## config.mk

```make
export PLATFORM = sky130hd
export DESIGN_NAME = reg_xfer_ctrl
export DESIGN_NICKNAME = d
export VERILOG_FILES = /design/src/rtl/reg_xfer_pkg.sv /design/src/rtl/reg_xfer_ctrl_onehot_dec.sv /design/src/rtl/reg_xfer_ctrl.sv
export SDC_FILE = /design/constraint.sdc
export NUM_CORES = 1
export LEC_CHECK = 0
export BUFFER_PORTS_ARGS = -buffer_cell sky130_fd_sc_hd__buf_2
export CORE_MARGIN = 1.5
export CORE_UTILIZATION = 45
export CTS_CLUSTER_DIAMETER = 150
export DETAILED_ROUTE_END_ITERATION = 16
export PLACE_DENSITY = 0.77
export SLEW_MARGIN = 20
export SYNTH_ARGS = -nofsm -noshare
export SYNTH_HDL_FRONTEND = slang
export SYNTH_SLANG_ARGS = --single-unit
```

## constraint.sdc

```tcl
create_clock -name clk -period 1.7 [get_ports clk]
set_input_delay 0.17 -clock clk [delete_from_list [all_inputs] [get_ports clk]]
set_output_delay 0.17 -clock clk [all_outputs]
set_load 0.01 [all_outputs]
```

## src/rtl/reg_xfer_pkg.sv

```systemverilog
// Shared types for the register-to-register transfer controller.
// Optional read-back verify stage is enabled by defining XFER_VERIFY_EN.
package reg_xfer_pkg;

  typedef enum logic [2:0] {
    IDLE   = 3'd0,
    READ   = 3'd1,
    SETUP  = 3'd2,
    WRITE  = 3'd3,
`ifdef XFER_VERIFY_EN
    DONE   = 3'd4,
    VERIFY = 3'd5
`else
    DONE   = 3'd4
`endif
  } state_t;

`ifdef XFER_VERIFY_EN
  localparam bit VERIFY_EN = 1'b1;
`else
  localparam bit VERIFY_EN = 1'b0;
`endif

  // Index width for a register count; never below one bit.
  function automatic int idx_width(input int nreg);
    return (nreg <= 2) ? 1 : $clog2(nreg);
  endfunction

endpackage

```

## src/rtl/reg_xfer_ctrl_onehot_dec.sv

```systemverilog
// Index to one-hot decoder with enable; all outputs low when en is low.
module onehot_dec
  import reg_xfer_pkg::*;
#(
  parameter  int NREG = 4,
  localparam int IW   = idx_width(NREG)
) (
  input  logic [IW-1:0]   idx,
  input  logic            en,
  output logic [NREG-1:0] onehot
);

  always_comb begin
    onehot = '0;
    for (int i = 0; i < NREG; i++) begin
      if (en && (idx == IW'(i))) onehot[i] = 1'b1;
    end
  end

endmodule

```

## src/rtl/reg_xfer_ctrl.sv

```systemverilog
// Moves one register's value to another over a shared wired-OR bus.
// Define XFER_VERIFY_EN to add a read-back VERIFY state after WRITE.
module reg_xfer_ctrl
  import reg_xfer_pkg::*;
#(
  parameter  int N    = 8,
  parameter  int NREG = 4,
  localparam int IW   = idx_width(NREG)
) (
  input  logic            clk,
  input  logic            reset,
  input  logic            req,
  input  logic [IW-1:0]   src,
  input  logic [IW-1:0]   dst,
  input  logic [N-1:0]    bus_in,
  output logic [NREG-1:0] read_en,
  output logic [NREG-1:0] write_en,
  output logic [N-1:0]    bus_out,
  output logic            busy,
  output logic            done,
  output logic            error,
  output state_t          dbg_state
);

  // Handshake: req is a level sampled only in IDLE (no ready); a caller
  // waits for busy low or the done pulse before issuing the next request.
  localparam logic [IW:0] NREG_LIM = (IW+1)'(NREG);

  state_t        r_state;
  logic [IW-1:0] r_src;
  logic [IW-1:0] r_dst;
  logic [N-1:0]  r_data;
  logic          r_rd_go;
  logic          r_rd_dst;
  logic          r_wr_go;
  logic          r_busy;
  logic          r_done;
  logic          r_error;

  logic          w_bad_idx;
  logic [IW-1:0] w_rd_idx;

  assign w_bad_idx = ({1'b0, src} >= NREG_LIM) || ({1'b0, dst} >= NREG_LIM);
  assign w_rd_idx  = r_rd_dst ? r_dst : r_src;

  always_ff @(posedge clk or posedge reset) begin
    if (reset) begin
      r_state  <= IDLE;
      r_src    <= '0;
      r_dst    <= '0;
      r_data   <= '0;
      r_rd_go  <= 1'b0;
      r_rd_dst <= 1'b0;
      r_wr_go  <= 1'b0;
      r_busy   <= 1'b0;
      r_done   <= 1'b0;
      r_error  <= 1'b0;
    end else begin
      r_done  <= 1'b0;
      r_error <= 1'b0;
      case (r_state)
        IDLE: begin
          if (req) begin
            if (w_bad_idx) begin
              r_error <= 1'b1;
            end else begin
              r_src    <= src;
              r_dst    <= dst;
              r_rd_go  <= 1'b1;
              r_rd_dst <= 1'b0;
              r_busy   <= 1'b1;
              r_state  <= READ;
            end
          end
        end
        READ: begin
          r_data  <= bus_in;
          r_rd_go <= 1'b0;
          r_state <= SETUP;
        end
        SETUP: begin
          r_wr_go <= 1'b1;
          r_state <= WRITE;
        end
        WRITE: begin
          r_wr_go <= 1'b0;
`ifdef XFER_VERIFY_EN
          r_rd_go  <= 1'b1;
          r_rd_dst <= 1'b1;
          r_state  <= VERIFY;
`else
          r_done   <= 1'b1;
          r_state  <= DONE;
`endif
        end
`ifdef XFER_VERIFY_EN
        VERIFY: begin
          r_rd_go  <= 1'b0;
          r_rd_dst <= 1'b0;
          r_done   <= 1'b1;
          r_error  <= VERIFY_EN && (bus_in != r_data);
          r_state  <= DONE;
        end
`endif
        DONE: begin
          r_busy  <= 1'b0;
          r_state <= IDLE;
        end
        default: begin
          r_rd_go  <= 1'b0;
          r_rd_dst <= 1'b0;
          r_wr_go  <= 1'b0;
          r_busy   <= 1'b0;
          r_state  <= IDLE;
        end
      endcase
    end
  end

  // Strobes are registered enables through a decoder, so reset kills them at once.
  onehot_dec #(.NREG(NREG)) u_rd_dec (
    .idx    (w_rd_idx),
    .en     (r_rd_go),
    .onehot (read_en)
  );

  onehot_dec #(.NREG(NREG)) u_wr_dec (
    .idx    (r_dst),
    .en     (r_wr_go),
    .onehot (write_en)
  );

  assign bus_out   = r_data;
  assign busy      = r_busy;
  assign done      = r_done;
  assign error     = r_error;
  assign dbg_state = r_state;

endmodule

```

==> reports/metrics.yaml, run 1 <==
placement:
  hpwl_um: 1070
  dp_cells: 123
  io_buffers: 35
  dp_slack_ps: 191
  gp_congestion: 0.787
cts:
  clockBufferDepth: 2
  cts_num_sinks: 19
  cts_resized: 0
  root_buffer: "clkbuf_4"
  clk-insertion-delay-late_ps: 280
  cts_tree: "yes"
  numCtsBuffers: 3
  cts.clk_slew.worst_paths_ps: 100
  htreeDepth: 1
  cts_setup_buffers: 0
pwr:
  p_clk_share_pct: 10.7
  p_per_area_mw_per_mm2: 1850
  comb_power_share_pct: 43.9
  p_seq_share_pct: 45.3
  ir_drop_v: 0.00105
  p_int_mw: 1.25
  leakage_nw: 0.544
  netSwitchingFraction_pct: 36.3
  switching_power_uw: 713
routing:
  wl_um: 1340
  routedWlPerCell_um: 10.5
  postRouteAntennaNets: 0
  vias: 605
  first_pass_iters: 2
  detail_route.iter0.violations: 5
  detail_route.vias_per_cell: 4.73
  drc: 0
setup_path:
  arrival_ps: 1690
  crit_fanout: 10
  worst-setup-path-type: "reg -> reg"
  critPathLaunchType: "flop"
  cp.required_ps: 1870
  crit_end: "bus_out[5]$_DFFE_PP0P_"
  r2r_slack_ps: 180
  crit_start: "dbg_state[0]$_DFFE_PP0P_"
  timing.rr.start: "dbg_state[0]$_DFFE_PP0P_"
  rr_worst_depth: 2
  timing.rr.end: "bus_out[5]$_DFFE_PP0P_"
  endpoint_kind: "flop"
synthesis:
  ys_seq_elements: 19
  synthFlopType: "dfrtp_1"
  async_reset_ff_share_pct: 100
  synth_top_cell_by_area: "dfrtp_1"
  synth_cells: 66
  ys_seq_area_share_pct: 56.4
  yosysWarnings: 0
  syn-mean-instance-area_um2: 12.8
  synth.distinct_cells: 21
  synth_edf_count: 0
  synth_top_area_share_pct: 56.4
  synthesis.nets: 81
  netlist_top_cells_count: "19 x dfrtp_1, 12 x mux2_2, 6 x nor2_1"
  yosysMostFrequentCell: "dfrtp_1"
  synth_area_leaders: "dfrtp_1 56%, mux2_2 16%, nor4b_4 2.8%"
  synth.cell_area_um2: 843
timing:
  slew_violations: 0
  rsz0062_at_grt: "no"
  fin_crit_ps: 1520
  max_freq_ghz: 0.658
  finalSetupViolCount: 0
  tightest_slew_ps: 661
  finalCritPeriodShare_pct: 89.4
  fin_setup_tns_ps: 0
  setup_slack_ps: 180
  finalClockSkew_ps: 1.88
  relSlewSlack_pct: 55.9
  hold_viol: 0
grt:
  grt_pass1_vias: 528
  antenna_found_initial: 0
  grt_first_pass_wirelength_um: 2170
  grt_max_degree: 20
  grtUsageTotal_pct: 14.4
  gr-total-overflow: 0
floorplan:
  die_h_um: 46.3
  fp-row-count: 15
  dieArea_mm2: 0.00214
  die_x_um: 46.3
  core_region_area_mm2: 0.00175
  io_pins: 37
  start_util_pct: 48.3
hold_path:
  hold_depth: 2
  holdCritPathClass: "in -> reg"
final_layout:
  final_cells: 128
  areaGrowthSynthToFinish_pct: 26.0
  diodes: 0
  final_layout_size_suffix_gt1_share_pct: 53.4
  num-nets-final: 119
flow_run:
  maxCapViolCount: 0
run_status:
  status: "completed"
-- layer usage --
metal | vias up | global-route usage, % | share of wire (%)
li1 | 295 | - | -
met1 | 280 | 18.6 | 45
met2 | 28 | 22.5 | 45
met3 | 2 | 4.71 | 9.7
met4 | 0 | 5.14 | 0.37
met5 | - | 0 | 0
-- placed cells by master, fill, tap and decap left out --
| cell | Yosys | final |
|---|---|---|
| xnor2_1 | 1 | 1 |
| and3_1 | 2 | 2 |
| mux2_2 | 12 | 12 |
| nand2_1 | 5 | 5 |
| nor4b_4 | 1 | 1 |
| nand3_1 | 1 | 1 |
| o21a_1 | 1 | 1 |
| a21oi_1 | 1 | 1 |
| buf_4 | 2 | 1 |
| buf_2 | 1 | 35 |
| nor3b_1 | 3 | 3 |
| o31ai_1 | 1 | 1 |
| conb_1 | 1 | 1 |
| nor2_1 | 6 | 6 |
| clkbuf_4 | 0 | 3 |
| dlygate4sd3_1 | 0 | 1 |
| and3b_1 | 2 | 2 |
| o21ai_0 | 1 | 1 |
| clkbuf_1 | 0 | 1 |
| nor3b_4 | 1 | 1 |
| inv_1 | 2 | 2 |
| and3_2 | 2 | 2 |
| dfrtp_1 | 19 | 19 |
-- layout make-up --
cell class	count	area (um^2)
Timing Repair Buffer	37	193
Multi-Input combinational cell	41	329
Inverter	2	7.51
Sequential cell	19	475
Fill cell	161	683
Clock buffer	4	26.3
Tap cell	25	31.3
-- cell families (layout without fill, tap and decap cells) --
kind of cell,count (synthesis),after routing,share of synthesized area [%]
other,1,1,0.445
XOR/XNOR,1,1,1.04
multiplexers,12,12,16.0
AND/OR/NAND/NOR,23,23,18.5
AO/OA/AOI/OAI,4,4,2.97
flip-flops,19,19,56.4
buffers and inverters,6,43,4.60
-- state kept, by name, indices dropped and copies added, names as in the netlist --
signal	flops
r_rd_go	1
bus_out	8
done	1
busy	1
r_src	2
dbg_state	3
r_dst	2
r_wr_go	1
-- power groups by stage --
stage          Combinational (mW)  Sequential, mW  Clock [mW]
2_1_floorplan               0.600           0.903           0
3_3_place_gp                0.851           0.891           0
3_5_place_dp                0.872           0.904           0
4_1_cts                     0.877           0.893       0.220
5_1_grt                     0.963           0.934       0.244
6_report                    0.863           0.889       0.211
-- metrics by stage --
step	cell area [um^2]	hold slack (ps)	utilization (%)	power [mW]
2_1_floorplan	843	121	-	1.50
3_3_place_gp	1030	302	58.8	1.74
3_5_place_dp	1030	301	58.8	1.78
4_1_cts	1060	103	60.9	1.99
5_1_grt	1060	99.9	60.9	2.14
6_report	1060	115	60.9	1.96
-- how the worst min path moves through the flow --
| stage | slack (ps) | endpoint | from |
|---|---|---|---|
| after floorplan | 120 | bus_out[0]$_DFFE_PP0P_ | reset |
| final | 120 | bus_out[1]$_DFFE_PP0P_ | bus_in[1] |
| after global placement | 300 | bus_out[5]$_DFFE_PP0P_ | reset |
| after detailed placement | 300 | bus_out[5]$_DFFE_PP0P_ | reset |
| after global routing | 100 | r_dst[0]$_DFFE_PP0P_ | dst[0] |
| after CTS | 100 | bus_out[1]$_DFFE_PP0P_ | bus_in[1] |
-- worst max-delay path, cell delays in order, from the launching register on --
cell,delay (ps)
dfrtp_1,550
nor3b_4,470
mux2_2,390
-- timing repair --
item | CTS | global route
endpoints found under the setup margin | 0 | 0
hold buffers | 1 | 0
hold endpoints to repair | 19 | 0
Power figures use the tool's default switching activity.
==> inputs of run 2 (changes only) <==
--- a/config.mk
+++ b/config.mk
@@ -10,7 +10,9 @@
 export CORE_UTILIZATION = 45
 export CTS_CLUSTER_DIAMETER = 150
 export DETAILED_ROUTE_END_ITERATION = 16
+export GPL_ROUTABILITY_DRIVEN = 0
 export PLACE_DENSITY = 0.77
+export SETUP_SLACK_MARGIN = 0.3
 export SLEW_MARGIN = 20
 export SYNTH_ARGS = -nofsm -noshare
 export SYNTH_HDL_FRONTEND = slang
==> reports/metrics.yaml, run 2 (synthesis results as in run 1) <==
timing:
  slew_violations: 0
  setup_slack_ps: 296
  finalCritPeriodShare_pct: 82.6
  hold_viol: 0
  fin_crit_ps: 1400
  rsz0062_at_grt: "yes"
  tightest_slew_ps: 689
  relSlewSlack_pct: 54.0
  finalSetupViolCount: 0
  finalClockSkew_ps: 10.2
  max_freq_ghz: 0.712
  fin_setup_tns_ps: 0
cts:
  cts_tree: "yes"
  htreeDepth: 1
  cts_num_sinks: 19
  root_buffer: "clkbuf_4"
  clk-insertion-delay-late_ps: 300
  numCtsBuffers: 3
  cts.clk_slew.worst_paths_ps: 110
  clockBufferDepth: 2
pwr:
  comb_power_share_pct: 47.4
  p_per_area_mw_per_mm2: 1900
  p_int_mw: 1.34
  leakage_nw: 0.582
  switching_power_uw: 783
  ir_drop_v: 0.00108
  p_seq_share_pct: 41.9
  p_clk_share_pct: 10.7
  netSwitchingFraction_pct: 36.8
setup_path:
  crit_fanout: 7
  endpoint_kind: "flop"
  arrival_ps: 1590
  worst-setup-path-type: "reg -> reg"
  cp.required_ps: 1880
  critPathLaunchType: "flop"
  r2r_slack_ps: 300
routing:
  first_pass_iters: 4
  detail_route.vias_per_cell: 4.80
  vias: 643
  met2_wirelength_um: 822
  wl_um: 1580
  postRouteAntennaNets: 0
  top_layer: "met4"
  wl_met3_um: 55
  detail_route.iter0.violations: 6
  drc: 0
  routedWlPerCell_um: 11.8
  wl_met1_um: 687
grt:
  grt_first_pass_wirelength_um: 2330
  grtUsageTotal_pct: 15.7
  gr-total-overflow: 0
  antenna_found_initial: 0
  grt_max_degree: 20
  grt_pass1_vias: 572
floorplan:
  io_pins: 37
  core_region_area_mm2: 0.00175
  fp-row-count: 15
  start_util_pct: 48.3
  die_x_um: 46.3
  die_h_um: 46.3
  dieArea_mm2: 0.00214
final_layout:
  mostFrequentLayoutCells: "35 x buf_2, 17 x dfrtp_1, 10 x mux2_2"
  largest_reg_flops: 8
  diodes: 0
  num-nets-final: 125
  final_layout_size_suffix_gt1_share_pct: 58.7
  areaGrowthSynthToFinish_pct: 32.6
  final_common_cell: "buf_2"
placement:
  io_buffers: 35
  hpwl_um: 1130
  dp_slack_ps: 233
flow_run:
  maxCapViolCount: 0
run_status:
  status: "completed"
hold_path:
  holdCritPathClass: "in -> reg"
[run 2: cell type report]
class,instances,area [um^2]
multi-input combinational,41,337
inverter,2,7.51
clock buffer,3,22.5
sequential,19,478
tap,25,31.3
clock inverter,1,5.00
fill,136,627
timing repair buffer,43,238
[run 2: worst paths after layout]
path                                           from                       end  cells after the start
hold reg to reg              bus_out[4]$_DFFE_PP0P_    bus_out[4]$_DFFE_PP0P_                      1
setup reg to reg           dbg_state[2]$_DFFE_PP0P_      r_src[0]$_DFFE_PP0P_                      3
min in group asynchronous                     reset    bus_out[2]$_DFFE_PP0P_                      3
max in group asynchronous                     reset  dbg_state[1]$_DFFE_PP0P_                      3
setup / recovery           dbg_state[2]$_DFFE_PP0P_      r_src[0]$_DFFE_PP0P_                      3
hold / removal                            bus_in[2]    bus_out[2]$_DFFE_PP0P_                      2
[run 2: timing repair]
item,4_1_cts,5_1_grt
hold endpoints to repair,19,0
hold buffers,1,0
gates cloned,0,0
setup buffers,4,2
endpoints found under the setup margin,12,12
resized for setup,0,3
pin swaps,2,1
[run 2: stage by stage]
stage                     hold WS [ps]  utilization, %  instance area, um^2  instances  total power [mW]
after floorplan                    121               -                  847         66              1.51
after global placement             303            58.9                 1030        123              1.75
after detailed placement           308            58.9                 1030        123              1.79
after CTS                         93.4            62.7                 1090        132              2.09
after global routing              76.9            64.1                 1120        134              2.29
final                             94.8            64.1                 1120        134              2.13
[run 2: power by group through the flow]
stage	Clock, mW	Sequential (mW)	Combinational (mW)
floorplan	0	0.906	0.606
global placement	0	0.898	0.850
detailed placement	0	0.921	0.870
CTS	0.231	0.890	0.967
global route	0.255	0.928	1.11
finish	0.227	0.892	1.01
[run 2: critical path, cell delays in order (launching register included)]
cell	delay, ps
dfrtp_2	490
nor4b_4	290
buf_4	180
mux2_2	330
[run 2: routing by layer]
metal,vias up,GRT usage [%]
li1,308,-
met1,313,16.7
met2,20,27.8
met3,2,2.75
met4,0,10.9
met5,-,0
